**config.mk**
```make
export PLATFORM = sky130hd
export DESIGN_NAME = hw2_alu_arbiter
export DESIGN_NICKNAME = d
export VERILOG_FILES = /design/src/rtl/hw2_alu_arbiter.sv
export SDC_FILE = /design/constraint.sdc
export NUM_CORES = 1
export LEC_CHECK = 0
export ABC_AREA = 1
export BUFFER_PORTS_ARGS = -buffer_cell sky130_fd_sc_hd__buf_2
export CAP_MARGIN = 0
export CORE_ASPECT_RATIO = 0.7
export CORE_MARGIN = 5
export CORE_UTILIZATION = 46
export CTS_CLUSTER_SIZE = 24
export DETAILED_ROUTE_END_ITERATION = 6
export GPL_TIMING_DRIVEN = 0
export PLACE_DENSITY = 0.95
export SYNTH_ARGS = -nofsm -noshare
export SYNTH_HDL_FRONTEND = slang
export SYNTH_SLANG_ARGS = --single-unit
```
**constraint.sdc**
```tcl
create_clock -name clk_p_i -period 2.2 [get_ports clk_p_i]
set_input_delay 0.11 -clock clk_p_i [delete_from_list [all_inputs] [get_ports clk_p_i]]
set_output_delay 0.11 -clock clk_p_i [all_outputs]
set_load 0.01 [all_outputs]
```
**src/rtl/hw2_alu_arbiter.sv**
```systemverilog
// hw2_alu_arbiter: round-robin share of the 2-stage HW2_alu between two requesters with tagged result return.
// Define HW2_ALU_ARB_ILLEGAL_EN to trap opcode 3'b111 (held ALU inputs, zeroed data, rsp_err_o).
module hw2_alu_arbiter #(
  parameter int ALU_LAT = 2,
  parameter int DW = 8,
  parameter int OW = 16
) (
  input  logic          clk_p_i,
  input  logic          reset_n_i,
  input  logic          req0_valid_i,
  output logic          req0_ready_o,
  input  logic [DW-1:0] req0_a_i,
  input  logic [DW-1:0] req0_b_i,
  input  logic [2:0]    req0_inst_i,
  input  logic          req1_valid_i,
  output logic          req1_ready_o,
  input  logic [DW-1:0] req1_a_i,
  input  logic [DW-1:0] req1_b_i,
  input  logic [2:0]    req1_inst_i,
  output logic [DW-1:0] alu_a_o,
  output logic [DW-1:0] alu_b_o,
  output logic [2:0]    alu_inst_o,
  input  logic [OW-1:0] alu_data_i,
  output logic          rsp0_valid_o,
  output logic          rsp1_valid_o,
  output logic [OW-1:0] rsp_data_o,
`ifdef HW2_ALU_ARB_ILLEGAL_EN
  output logic          rsp_err_o,
`endif
  output logic          busy_o
);
`ifdef HW2_ALU_ARB_ILLEGAL_EN
  localparam bit ILL_EN = 1'b1;
`else
  localparam bit ILL_EN = 1'b0;
`endif
  logic          gnt0, gnt1, acc, sel, ill;
  logic          ptr_q, ptr_d;
  logic [DW-1:0] op_a, op_b, a_q, a_d, b_q, b_d;
  logic [2:0]    op_inst, inst_q, inst_d;
  logic [ALU_LAT:0] tv_q, tv_d, tid_q, tid_d, te_q, te_d;
  always_comb begin
    gnt0    = req0_valid_i & (~req1_valid_i | ~ptr_q);
    gnt1    = req1_valid_i & (~req0_valid_i | ptr_q);
    acc     = gnt0 | gnt1;
    sel     = gnt1;
    op_a    = sel ? req1_a_i : req0_a_i;
    op_b    = sel ? req1_b_i : req0_b_i;
    op_inst = sel ? req1_inst_i : req0_inst_i;
    ill     = ILL_EN && acc && (op_inst == 3'b111);
    a_d     = (acc && !ill) ? op_a : a_q;
    b_d     = (acc && !ill) ? op_b : b_q;
    inst_d  = (acc && !ill) ? op_inst : inst_q;
    ptr_d   = acc ? ~sel : ptr_q;
    tv_d    = {tv_q[ALU_LAT-1:0], acc};
    tid_d   = {tid_q[ALU_LAT-1:0], sel};
    te_d    = {te_q[ALU_LAT-1:0], ill};
  end
  always_ff @(posedge clk_p_i or negedge reset_n_i) begin
    if (!reset_n_i) begin
      ptr_q  <= 1'b0;
      a_q    <= '0;
      b_q    <= '0;
      inst_q <= 3'b000;
      tv_q   <= '0;
      tid_q  <= '0;
      te_q   <= '0;
    end else begin
      ptr_q  <= ptr_d;
      a_q    <= a_d;
      b_q    <= b_d;
      inst_q <= inst_d;
      tv_q   <= tv_d;
      tid_q  <= tid_d;
      te_q   <= te_d;
    end
  end
  assign req0_ready_o = gnt0;
  assign req1_ready_o = gnt1;
  assign alu_a_o      = a_q;
  assign alu_b_o      = b_q;
  assign alu_inst_o   = inst_q;
  assign rsp0_valid_o = tv_q[ALU_LAT] & ~tid_q[ALU_LAT];
  assign rsp1_valid_o = tv_q[ALU_LAT] & tid_q[ALU_LAT];
  // Illegal ops never reached the ALU, so whatever it shows is stale.
  assign rsp_data_o   = te_q[ALU_LAT] ? '0 : alu_data_i;
  assign busy_o       = |tv_q;
`ifdef HW2_ALU_ARB_ILLEGAL_EN
  assign rsp_err_o    = tv_q[ALU_LAT] & te_q[ALU_LAT];
`endif
endmodule
```
After elaboration in Yosys (flattened, before gate mapping)
Cells that the tools add are included.
{"block": "totals", "register_bits": 26, "input_bits": 58, "output_inout_bits": 40}
{"block": "op_classes", "n_mux": 3, "bitwise": 12, "n_reduce_logical": 1}
{"operator": "$mux W8", "n": 2}
{"operator": "$not A1 Y1", "n": 5}
{"operator": "$and A1 B1 Y1", "n": 4}
{"operator": "$mux W3", "n": 1}
{"operator": "$or A1 B1 Y1", "n": 3}
{"operator": "$reduce_or A3 Y1", "n": 1}

Depth between registers and ports, before layout
{"block": "depth", "depth_word": 4, "depth_mapped": 7, "ltp_nobuf": 6}

Worst setup path after synthesis
No wires, ideal clock.
{"block": "synth_path", "kind": "register to register", "startpoint": "register ptr_q", "endpoint": "register a_q[0], in the netlist alu_a_o[0]", "arrival_ps": 887, "required_ps": 2084, "slack_ps": 1197, "path_stages_with_launch": 8, "n_path_buf": 1, "path_cell_list": "dfrtp_1 > inv_2 > nand2_8 > nand2_4 > buf_12 > nand2_2 > nand2_1 > nand2_1"}
{"block": "synth_between", "elab_chain_cells": 4, "elab_cells_between_ends": 7, "cone_classes": "mux (1); bitwise (6)"}
{"item": "from (decl)", "line": "38", "source": "logic ptr_q, ptr_d;"}
{"item": "from (signal assigned)", "line": "69", "source": "ptr_q <= ptr_d;"}
{"item": "$not A1 Y1", "line": "43", "source": "gnt0 = req0_valid_i & (~req1_valid_i | ~ptr_q);"}
{"item": "$or A1 B1 Y1", "line": "43"}
{"item": "$and A1 B1 Y1", "line": "43"}
{"item": "$or A1 B1 Y1", "line": "45", "source": "acc = gnt0 | gnt1;"}
{"item": "to (signal assigned)", "line": "62", "source": "a_q <= '0;"}
{"item": "to (signal assigned)", "line": "70", "source": "a_q <= a_d;"}
{"item": "to (decl)", "line": "39", "source": "logic [DW-1:0] op_a, op_b, a_q, a_d, b_q, b_d;"}
Several ways; a longest one is shown, not always the timed one.
A chain may end at the register's enable or synchronous reset.

Final worst setup path
{"block": "layout_path", "startpoint": "register ptr_q", "endpoint": "output port req1_ready_o"}
{"block": "layout_between", "elab_chain_cells": 2}
{"item": "$or A1 B1 Y1", "line": "44", "source": "gnt1 = req1_valid_i & (~req0_valid_i | ptr_q);"}
{"item": "$and A1 B1 Y1", "line": "44"}
{"item": "to (decl)", "line": "16", "source": "output logic req1_ready_o,"}
Every way passes these cells.

==> impl_metrics.sql <==
INSERT INTO impl_metrics (metric_group, metric, value, unit) VALUES
('placement', 'port_buffers', '80', ''),
('pwr', 'power.leakage', '0.00126', 'uW'),
('grt', 'grt_overflow_total', '0', ''),
('die', 'design.core.area', '0.00321', 'mm2'),
('clocking', 'cts_max_level', '1', ''),
('placement', 'hpwl', '2990', 'um'),
('cells_and_area', 'most-common-layout-cells', '84 x buf_2, 64 x nand2_1, 35 x nand3_1', ''),
('timing', 'final_min_period_over_clock_period', '0.643', ''),
('die', 'die_height', '58.7', 'um'),
('yosys', 'synth_warnings', '0', ''),
('cells_and_area', 'number_of_filler_cells_placed_in_the_layout', '279', ''),
('run', 'max-cap-violations', '0', ''),
('die', 'initial_standard_cell_utilization_of_the_core', '0.486', ''),
('status', 'status', 'complete, no violations', ''),
('critical_path', 'worstSetupStartpointType', 'flip-flop', ''),
('placement', 'gp_congestion', '0.724', ''),
('yosys', 'synth_cell_type_count', '14', ''),
('placement', 'dpl.cell_count', '328', ''),
('critical_path', 'timing.critical_path.buf_inv', '4', ''),
('yosys', 'ys_seq_elements', '26', ''),
('cells_and_area', 'design_area', '0.00209', 'mm2'),
('critical_path', 'cp_max_fo', '10', ''),
('detailed_routing', 'route.detailed.wl_per_inst', '11.5', 'um'),
('timing', 'final_count_of_negative_setup_slack_endpoints', '0', ''),
('worst_hold_path', 'min_path_type', 'in2reg', ''),
('grt', 'grt_start_max_net_pins', '27', ''),
('cells_and_area', 'core_utilization_of_the_finished_layout', '0.649', ''),
('timing', 'slew-limit-headroom', '0.625', ''),
('timing', 'period_needed', '1.41', 'ns'),
('critical_path', 'cell_with_the_largest_stage_delay_on_the_worst_path', 'dfrtp_1', ''),
('yosys', 'cells_taking_the_most_area_after_synthesis', 'dfrtp_1 42%, nand2_1 15%, nand3_1 11%, nand2_2 8.0%, buf_4 7.7%', ''),
('yosys', 'synth_area', '0.00156', 'mm2'),
('worst_hold_path', 'hold_path.startpoint', 'req0_a_i[7]', ''),
('clocking', 'cts_inserted_buffers', '3', ''),
('cells_and_area', 'final-instance-count-excl-fill', '333', ''),
('grt', 'groute.usage.overall', '0.168', ''),
('cells_and_area', 'antenna_cells', '0', ''),
('critical_path', 'timing.critical_path.slowest_cell_delay', '0.40', 'ns'),
('timing', 'max_slew.worst_pin.slew', '0.563', 'ns'),
('clocking', 'clkTransAtPathRegs', '0.09', 'ns'),
('grt', 'vias_in_the_first_global_route', '1394', ''),
('clocking', 'worstSkewPairLatency', '0.26', 'ns'),
('die', 'die_w', '79.6', 'um'),
('detailed_routing', 'route.vias.total', '1467', ''),
('cells_and_area', 'flow.area_growth_from_synthesis', '33.6', '%'),
('timing', 'fin_skew', '0.00147', 'ns'),
('placement', 'dpl_cell_area', '0.00202', 'mm2'),
('clocking', 'cts.root.buffer_cell', 'clkbuf_8', ''),
('die', 'top_level_pins', '98', ''),
('detailed_routing', 'ant_nets', '0', ''),
('detailed_routing', 'drcViolationCount', '0', ''),
('critical_path', 'critical_path.cell_chain', 'inv_2 > nand2_8 > nand2_4 > buf_6 > inv_1 > buf_2', ''),
('clocking', 'cts.sinks', '26', ''),
('timing', 'grt_setup_unrepaired', 'no', ''),
('yosys', 'cell_taking_the_most_area_after_synthesis', 'dfrtp_1', ''),
('critical_path', 'rr_startpoint', 'ptr_q', ''),
('clocking', 'cts_tree', 'built', ''),
('die', 'floorplan.rows', '17', ''),
('critical_path', 'critical_path_start_end_classification', 'reg2out', ''),
('yosys', 'syn-instance-count', '201', ''),
('cells_and_area', 'seq_area', '651', 'um2'),
('timing', 'timing_hold_violations_final', '0', ''),
('critical_path', 'worst-endpoint-arrival', '1.30', 'ns'),
('timing', 'final.setup.tns', '0', 'ns'),
('grt', 'grt_first_pass_wirelength', '6250', 'um'),
('pwr', 'ir_drop', '0.348', 'mV'),
('clocking', 'clock_path_buffers', '2', ''),
('detailed_routing', 'via_per_inst', '4.41', ''),
('yosys', 'seq_area_frac_synth', '0.417', ''),
('timing', 'timing.fmax', '0.707', 'GHz'),
('clocking', 'post_cts_resized', '0', '');
==> final timing paths <==
path | to | slack (ns) | cells after the start
setup / recovery | req1_ready_o | 0.79 | 6
hold / removal | alu_a_o[7] | 0.11 | 5
setup reg to reg | alu_b_o[7] | 1.09 | 7
hold reg to reg | tid_q[2] | 0.36 | 0
max in group asynchronous | alu_a_o[0] | 1.45 | 2
min in group asynchronous | tv_q[2] | 0.38 | 2
==> state kept, by name (all words and copies together), names as in the netlist <==
name,cells
alu_a_o,8
alu_b_o,8
alu_inst_o,3
tid_q,3
tv_q,3
ptr_q,1
==> final cells by class <==
type | instances | area share
timing repair buffer | 81 | 0.197
clock buffer | 4 | 0.0264
buffer | 27 | 0.113
sequential | 26 | 0.312
tap | 47 | 0.0282
inverter | 24 | 0.0432
multi-input combinational | 124 | 0.280
==> logic make-up after synthesis <==
kind of cell	after synthesis	share of synthesized area
flip-flops	26	0.417
AND/OR/NAND/NOR	123	0.371
AO/OA/AOI/OAI	1	0.00320
buffers and inverters	51	0.209
==> metal layers <==
metal	GRT usage	vias to the layer above	wire length, um
li1	-	762	-
met1	0.224	650	1650
met2	0.277	55	1840
met3	0.0505	0	348
met4	0.0221	0	0
met5	0	-	0
==> tightest hold or removal path, stage by stage <==
cell and delay, ns:
buf_2 0.07, inv_1 0.04, nand2_2 0.05, nand2_1 0.04
nand2_1 0.04
==> power breakdown <==
part	internal, uW	leakage [uW]	switching (uW)	total, uW
clock network	160	0.0000288	142	302
registers	545	0.000300	36.5	581
logic	186	0.000932	222	408
total	891	0.00126	401	1290
==> Yosys cell counts <==
| cell type | number |
|---|---|
| buf_2 | 4 |
| inv_2 | 2 |
| o21ai_0 | 1 |
| nand2_4 | 1 |
| nand3_1 | 35 |
| nand2_1 | 64 |
| inv_1 | 22 |
| nand2_2 | 20 |
| dfrtp_1 | 26 |
| buf_6 | 5 |
| nor2_1 | 2 |
| nand2_8 | 1 |
| buf_4 | 16 |
| buf_12 | 2 |
==> metrics by stage <==
step | hold WS (ns) | setup WS (ns) | total power (uW)
6_report | 0.114 | 0.786 | 1290
4_1_cts | 0.115 | 0.775 | 1310
3_3_place_gp | 0.134 | 1.10 | 989
2_1_floorplan | -0.186 | 1.20 | 837
5_1_grt | 0.130 | 0.694 | 1380
3_5_place_dp | 0.143 | 1.08 | 1000
==> repair_timing <==
| action | in CTS | in global routing |
|---|---|---|
| hold endpoints to repair | 26 | 0 |
| buffers inserted | 0 | 0 |
| hold buffers | 1 | 0 |
Power figures use the tool's default switching activity.
